--- src/rtl/decode_stage.sv ---
// rtl/decode_stage.sv - ID stage: IF/ID register, register file with write-back bypass,
// RV32 subset decode, load-use hazard detection and the ID/EX output register.
module decode_stage #(
   parameter logic [31:0] NOP_INSTR = 32'h0000_0013
) (
   input  logic        clk,
   input  logic        reset,
   input  logic [31:0] if_pc,
   input  logic [31:0] if_instruction,
   input  logic        flush,
   input  logic        wb_we,
   input  logic [4:0]  wb_rd,
   input  logic [31:0] wb_data,
   output logic        stall_if,
   output logic        id_valid,
   output logic [31:0] id_pc,
   output logic [31:0] id_rs1_data,
   output logic [31:0] id_rs2_data,
   output logic [31:0] id_imm,
   output logic [4:0]  id_rs1,
   output logic [4:0]  id_rs2,
   output logic [4:0]  id_rd,
   output logic [3:0]  id_alu_op,
   output logic        id_alu_src,
   output logic        id_mem_read,
   output logic        id_mem_write,
   output logic        id_reg_write,
   output logic        id_illegal
);

   typedef enum logic [3:0] {
      ALU_ADD   = 4'd0,
      ALU_SUB   = 4'd1,
      ALU_AND   = 4'd2,
      ALU_OR    = 4'd3,
      ALU_XOR   = 4'd4,
      ALU_SLL   = 4'd5,
      ALU_SRL   = 4'd6,
      ALU_SRA   = 4'd7,
      ALU_SLT   = 4'd8,
      ALU_SLTU  = 4'd9,
      ALU_PASSB = 4'd10
   } alu_op_t;

   localparam logic [6:0] OP_R     = 7'b0110011;
   localparam logic [6:0] OP_I     = 7'b0010011;
   localparam logic [6:0] OP_LOAD  = 7'b0000011;
   localparam logic [6:0] OP_STORE = 7'b0100011;
   localparam logic [6:0] OP_LUI   = 7'b0110111;

   logic [31:0] ifid_pc;
   logic [31:0] ifid_instr;
   logic        ifid_valid;

   logic [31:0] regs [32];

   logic [6:0]  opcode;
   logic [4:0]  rd;
   logic [4:0]  rs1;
   logic [4:0]  rs2;
   logic [2:0]  funct3;
   logic [6:0]  funct7;
   logic [31:0] imm_i;
   logic [31:0] imm_s;
   logic [31:0] imm_u;
   logic [31:0] rs1_data;
   logic [31:0] rs2_data;

   alu_op_t     alu_op;
   logic        alu_src;
   logic        mem_read;
   logic        mem_write;
   logic        reg_write;
   logic        illegal;
   logic        use_rs1;
   logic        use_rs2;
   logic [31:0] imm;
   logic        hazard;
   logic        issue;

   assign opcode = ifid_instr[6:0];
   assign rd     = ifid_instr[11:7];
   assign funct3 = ifid_instr[14:12];
   assign rs1    = ifid_instr[19:15];
   assign rs2    = ifid_instr[24:20];
   assign funct7 = ifid_instr[31:25];

   assign imm_i = {{20{ifid_instr[31]}}, ifid_instr[31:20]};
   assign imm_s = {{20{ifid_instr[31]}}, ifid_instr[31:25], ifid_instr[11:7]};
   assign imm_u = {ifid_instr[31:12], 12'h000};

   // Write-back is forwarded so an instruction never reads a stale value being written this cycle.
   assign rs1_data = (rs1 == 5'd0) ? 32'd0 :
                     (wb_we && wb_rd == rs1) ? wb_data : regs[rs1];
   assign rs2_data = (rs2 == 5'd0) ? 32'd0 :
                     (wb_we && wb_rd == rs2) ? wb_data : regs[rs2];

   always_comb begin
      alu_op    = ALU_ADD;
      alu_src   = 1'b0;
      mem_read  = 1'b0;
      mem_write = 1'b0;
      reg_write = 1'b0;
      illegal   = 1'b0;
      use_rs1   = 1'b0;
      use_rs2   = 1'b0;
      imm       = 32'd0;
      case (opcode)
         OP_R: begin
            use_rs1   = 1'b1;
            use_rs2   = 1'b1;
            reg_write = 1'b1;
            case ({funct7, funct3})
               10'b0000000_000: alu_op = ALU_ADD;
               10'b0100000_000: alu_op = ALU_SUB;
               10'b0000000_111: alu_op = ALU_AND;
               10'b0000000_110: alu_op = ALU_OR;
               10'b0000000_100: alu_op = ALU_XOR;
               10'b0000000_001: alu_op = ALU_SLL;
               10'b0000000_101: alu_op = ALU_SRL;
               10'b0100000_101: alu_op = ALU_SRA;
               10'b0000000_010: alu_op = ALU_SLT;
               10'b0000000_011: alu_op = ALU_SLTU;
               default:         illegal = 1'b1;
            endcase
         end
         OP_I: begin
            use_rs1   = 1'b1;
            alu_src   = 1'b1;
            reg_write = 1'b1;
            imm       = imm_i;
            case (funct3)
               3'b000: alu_op = ALU_ADD;
               3'b111: alu_op = ALU_AND;
               3'b110: alu_op = ALU_OR;
               3'b100: alu_op = ALU_XOR;
               3'b010: alu_op = ALU_SLT;
               3'b011: alu_op = ALU_SLTU;
               3'b001: begin
                  if (funct7 == 7'b0000000) alu_op = ALU_SLL;
                  else                      illegal = 1'b1;
               end
               default: begin
                  if (funct7 == 7'b0000000)      alu_op = ALU_SRL;
                  else if (funct7 == 7'b0100000) alu_op = ALU_SRA;
                  else                           illegal = 1'b1;
               end
            endcase
         end
         OP_LOAD: begin
            use_rs1   = 1'b1;
            alu_src   = 1'b1;
            reg_write = 1'b1;
            mem_read  = 1'b1;
            imm       = imm_i;
            illegal   = (funct3 != 3'b010);
         end
         OP_STORE: begin
            use_rs1   = 1'b1;
            use_rs2   = 1'b1;
            alu_src   = 1'b1;
            mem_write = 1'b1;
            imm       = imm_s;
            illegal   = (funct3 != 3'b010);
         end
         OP_LUI: begin
            alu_op    = ALU_PASSB;
            alu_src   = 1'b1;
            reg_write = 1'b1;
            imm       = imm_u;
         end
         default: illegal = 1'b1;
      endcase
      if (illegal) begin
         alu_op    = ALU_ADD;
         alu_src   = 1'b0;
         mem_read  = 1'b0;
         mem_write = 1'b0;
         reg_write = 1'b0;
         use_rs1   = 1'b0;
         use_rs2   = 1'b0;
         imm       = 32'd0;
      end
      if (rd == 5'd0) reg_write = 1'b0;
   end

   // The load currently in ID/EX has not produced its data yet; its consumer must wait one cycle.
   assign hazard = id_valid && id_mem_read && (id_rd != 5'd0) && ifid_valid &&
                   ((use_rs1 && rs1 == id_rd) || (use_rs2 && rs2 == id_rd));
   assign stall_if = hazard && !flush;
   assign issue    = ifid_valid && !flush && !stall_if;

   always_ff @(posedge clk or posedge reset) begin
      if (reset) begin
         ifid_valid <= 1'b0;
         ifid_instr <= NOP_INSTR;
         ifid_pc    <= 32'd0;
      end else if (flush) begin
         ifid_valid <= 1'b0;
         ifid_instr <= NOP_INSTR;
         ifid_pc    <= 32'd0;
      end else if (!stall_if) begin
         ifid_valid <= 1'b1;
         ifid_instr <= if_instruction;
         ifid_pc    <= if_pc;
      end
   end

   always_ff @(posedge clk or posedge reset) begin
      if (reset) begin
         for (int i = 0; i < 32; i++) regs[i] <= 32'd0;
      end else if (wb_we && wb_rd != 5'd0) begin
         regs[wb_rd] <= wb_data;
      end
   end

   // A bubble zeroes every field so downstream stages never see stale operands.
   always_ff @(posedge clk or posedge reset) begin
      if (reset) begin
         id_valid     <= 1'b0;
         id_pc        <= 32'd0;
         id_rs1_data  <= 32'd0;
         id_rs2_data  <= 32'd0;
         id_imm       <= 32'd0;
         id_rs1       <= 5'd0;
         id_rs2       <= 5'd0;
         id_rd        <= 5'd0;
         id_alu_op    <= 4'd0;
         id_alu_src   <= 1'b0;
         id_mem_read  <= 1'b0;
         id_mem_write <= 1'b0;
         id_reg_write <= 1'b0;
         id_illegal   <= 1'b0;
      end else begin
         id_valid     <= issue;
         id_pc        <= issue ? ifid_pc  : 32'd0;
         id_rs1_data  <= issue ? rs1_data : 32'd0;
         id_rs2_data  <= issue ? rs2_data : 32'd0;
         id_imm       <= issue ? imm      : 32'd0;
         id_rs1       <= issue ? rs1      : 5'd0;
         id_rs2       <= issue ? rs2      : 5'd0;
         id_rd        <= issue ? rd       : 5'd0;
         id_alu_op    <= issue ? alu_op   : 4'd0;
         id_alu_src   <= issue && alu_src;
         id_mem_read  <= issue && mem_read;
         id_mem_write <= issue && mem_write;
         id_reg_write <= issue && reg_write;
         id_illegal   <= issue && illegal;
      end
   end

endmodule

--- config.mk ---
export PLATFORM = sky130hd
export DESIGN_NAME = decode_stage
export DESIGN_NICKNAME = d
export VERILOG_FILES = /design/src/rtl/decode_stage.sv
export SDC_FILE = /design/constraint.sdc
export NUM_CORES = 2
export LEC_CHECK = 0
export ABC_CLOCK_PERIOD_IN_PS = 47100
export BUFFER_PORTS_ARGS = -buffer_cell sky130_fd_sc_hd__buf_4
export CAP_MARGIN = 20
export CORE_MARGIN = 3
export CORE_UTILIZATION = 45
export DETAILED_ROUTE_END_ITERATION = 10
export PLACE_DENSITY = 0.71
export SLEW_MARGIN = 20
export SYNTH_ARGS = -nofsm -noshare
export SYNTH_HDL_FRONTEND = slang
export SYNTH_SLANG_ARGS = --single-unit
--- constraint.sdc ---
create_clock -name clk -period 47.1 [get_ports clk]
set_clock_uncertainty 0.1 [all_clocks]
set_input_delay 4.71 -clock clk [delete_from_list [all_inputs] [get_ports clk]]
set_output_delay 4.71 -clock clk [all_outputs]
set_load 0.01 [all_outputs]
==> implementation parameters <==
Parameter                              Value

Synth
  EDFF count, synth ... 0
  Most repeated cell in the gate-level netlist after synthesis ... dfrtp_1
  Number of distinct library cells after synthesis ... 62
  Syn Std Cell Area ... 0.06217 sq mm
  Post-synthesis sequential area ratio ... 49.99%
  Share of the synthesized area in compound gates (AO/OA/AOI/OAI) ... 4.268%
  Total of flip-flops plus latches after synthesis ... 1242
  Multiplexer share of the synthesized area ... 37.98%
  Xor and xnor area share after synthesis ... 0.2958%
  Area share of the leading cell type in the synthesized netlist ... 49.87%
  Async S/R FF share, synth ... 100.0%
  Combinational family with the most area after synthesis ... multiplexers
  Number of warnings printed during yosys synthesis ... 0
  Synth Area in Simple Gates ... 4.198%
  Ys flop type ... dfrtp_1
  Mapped Avg Cell Area ... 14.72 sq um
  Top area cells in the synthesized netlist ... dfrtp_1 50%, mux4_2 19%, mux2_2 18%
  Post-synthesis cell type with the largest combined area ... dfrtp_1
  Most common library cells after synthesis ... 1239 x dfrtp_1, 984 x mux2_2, 516 x mux4_2
  Area share of fa/ha/maj cells after synthesis ... 0%
  Post-Syn Instances ... 4225
  Net count after synthesis ... 4330

STA
  RSZ-0062 raised after global routing ... no
  Worst path setup slack after routing ... 36.28 ns
  Total count of max-transition violations in the final report ... 0
  Post-Route Setup TNS ... 0 ns
  Max Clock Freq ... 92.46 MHz
  Slew at the pin closest to its max-slew limit ... 1.050 ns
  Worst hold margin ... 0.2908 ns
  Shortest period the worst path allows ... 10.82 ns
  Setup-failing EPs final ... 0
  Max transition margin ... 30.02%
  Crit share post-route ... 22.96%
  Final hold viol count ... 0

Run
  Number of max-cap violations ... 0

Floorplanning
  Count of standard-cell rows ... 135
  Die width ... 377.7 um
  Vert. Die Dim ... 377.7 um
  Initial core utilization ... 45.61%
  Number of I/O pins ... 259
  Core region area ... 0.1363 sq mm
  Full die area ... 0.1427 sq mm

CTS
  CTS buffer count ... 133
  Skew-Pair Late Insertion Delay ... 0.76 ns
  Root cell of the clock tree ... clkbuf_16
  Number of buffers inserted by post-CTS setup repair ... 0
  Post-CTS Hold Fix Bufs ... 0
  Clock Sinks ... 1242
  CTS Buffer Depth ... 3
  Clock Pin Slew Worst Setup and Hold Paths ... 0.06 ns
  CTS H-Tree Depth ... 4
  TritonCTS clock tree ... built
  Gates resized, CTS repair ... 0

Setup path
  Arrival time of data at the critical path endpoint ... 6.01 ns
  Worst setup EP type ... primary output
  Critical Path Source ... flush
  Timing endpoint of the critical path ... stall_if
  Nature of the critical path startpoint ... input port
  Startpoint-to-endpoint class of the critical path ... input port to primary output
  Number of cells on the worst reg-to-reg path ... 8
  Flop-to-flop setup slack ... 41.25 ns
  Endpoint of the worst register-to-register path ... id_rs2_data[20]
  Highest fanout seen on the critical path ... 8
  Data required time at the worst endpoint ... 42.29 ns
  Reg-to-Reg Start ... ifid_instr[20]

Place
  Final HPWL from detailed placement ... 115400 um
  Cells after DPL ... 5898
  Buffers added on ports ... 258
  Routability-driven placement congestion ratio ... 0.8364
  Place WS ... 36.30 ns

Drt
  Sum of routed wire length over all layers ... 203200 um
  Via-to-Cell Ratio ... 6.783
  Number of DRC markers after the initial detailed-route iteration ... 5031
  DRC ... 0
  Vias post-DR ... 41640
  Number of nets with antenna violations after routing ... 0
  First-pass iteration count of the detailed router ... 5
  Detailed-route wire length per cell ... 33.10 um

Global route
  Wire length of the first global-routing pass ... 296100 um
  Routing layer with the top usage in global route ... met2
  Number of antenna violations at the first check in global routing ... 10
  Overall global routing resource usage ... 28.49%
  Met1 GRT Util ... 39.61%
  Number of global-route vias before repair ... 41880
  Largest net degree at the start of global routing ... 160
  Grt total ovfl ... 0
  Met2 Usage GRT ... 41.53%
  Met3 Resource Use GR ... 8.763%

Finish
  Final cell count without fillers ... 6138
  Fraction of final layout cells with drive strength greater than 1 ... 49.41%
  Post-synthesis to final-layout area growth ... 12.52%
  Number of fillers in the final layout ... 11210
  Total number of nets in the final design ... 4357

Outcome
  Result of the run ... complete, no violations

Pwr
  Static leakage ... 29.74 nW
  Pwr Density ... 42.50 mW/mm^2
  Largest voltage drop on the vdd net ... 0.00002974 V

Hold path
  Worst Hold Class ... flip-flop to flip-flop
## critical path, stage by stage
cell and delay, ns:
buf_4 0.14, nor2b_1 0.31, and3_1 0.26, nand4_1 0.20, nor2_1 0.22, buf_4 0.16
## worst min-delay path by stage
stage                     from         end  slack, ns  cells after the start
floorplan           regs[1000]  regs[1000]       0.34                      1
CTS                 regs[1009]  regs[1009]       0.30                      0
global placement    regs[1003]  regs[1003]       0.28                      0
global route         regs[999]   regs[999]       0.30                      0
detailed placement  regs[1009]  regs[1009]       0.28                      0
finish              regs[1009]  regs[1009]       0.29                      0
## cell families after synthesis
kind of cell | count (synthesis)
mux | 1590
simple gates | 512
xor+xnor | 21
compound gates | 378
flops | 1242
buf+inv | 482
## placed cells by master (no fill, tap or decap), types with 18 or more instances in the layout
master / Yosys / routed
a21oi_1: 33 / 33
a221oi_1: 32 / 32
a22oi_1: 144 / 144
and2_1: 49 / 47
buf_4: 26 / 358
clkbuf_1: 291 / 29
clkbuf_16: 0 / 141
clkbuf_8: 0 / 23
clkinv_2: 0 / 20
dfrtp_1: 1239 / 1232
mux2_2: 984 / 984
mux2i_1: 82 / 82
mux4_2: 516 / 516
nand2_1: 109 / 94
nand3_1: 141 / 141
nor2_1: 47 / 26
nor2_4: 0 / 21
nor3_1: 75 / 75
o211ai_1: 25 / 25
o21ai_0: 85 / 85
o221ai_1: 40 / 40
xnor2_1: 18 / 18
## per-layer routing
metal  wire length (um)  part of all wire [%]  vias to the layer above
met5                 49                 0.024                        -
met4               9156                   4.5                        6
met3              24130                    12                      482
met2              89430                    44                     2548
met1              80410                    40                    22360
li1                   -                     -                    16240
## state kept, by name, indices dropped and copies added, names as in the netlist, 4 cells and up
| register | flops |
|---|---|
| id_imm | 32 |
| id_pc | 32 |
| id_alu_op | 4 |
| id_rs1 | 5 |
| ifid_pc | 32 |
| ifid_instr | 32 |
| regs | 1024 |
| id_rs2 | 5 |
| id_rd | 5 |
| id_rs1_data | 32 |
| id_rs2_data | 32 |
## power breakdown
group	internal, mW	total, mW	switching [mW]	leakage [nW]
sequential	1.24	1.38	0.134	16.1
clock	0.632	1.07	0.441	2.16
combinational	0.308	0.525	0.217	11.5
total	2.18	2.97	0.791	29.7
## area by class of cell
type	instances	area, sq um	share of cell area, %
inverters	10	47.55	0.06796
diodes	6	15.01	0.02146
clock buffers	193	3954	5.652
repair buffers	364	2790	3.988
flip-flops and latches	1242	31110	44.46
clock inverters	41	471.7	0.6742
multi-input cells	2501	29350	41.95
well taps	1781	2228	3.185
## stage by stage
stage | area, sq um | util [%] | total power [mW]
after floorplan | 62170 | - | 1.755
after global placement | 65510 | 48.06 | 1.883
after detailed placement | 65510 | 48.06 | 1.907
after CTS | 69940 | 51.31 | 2.977
after global routing | 69950 | 51.32 | 3.084
final | 69960 | 51.32 | 2.973
(Power assumes the default switching activity.)
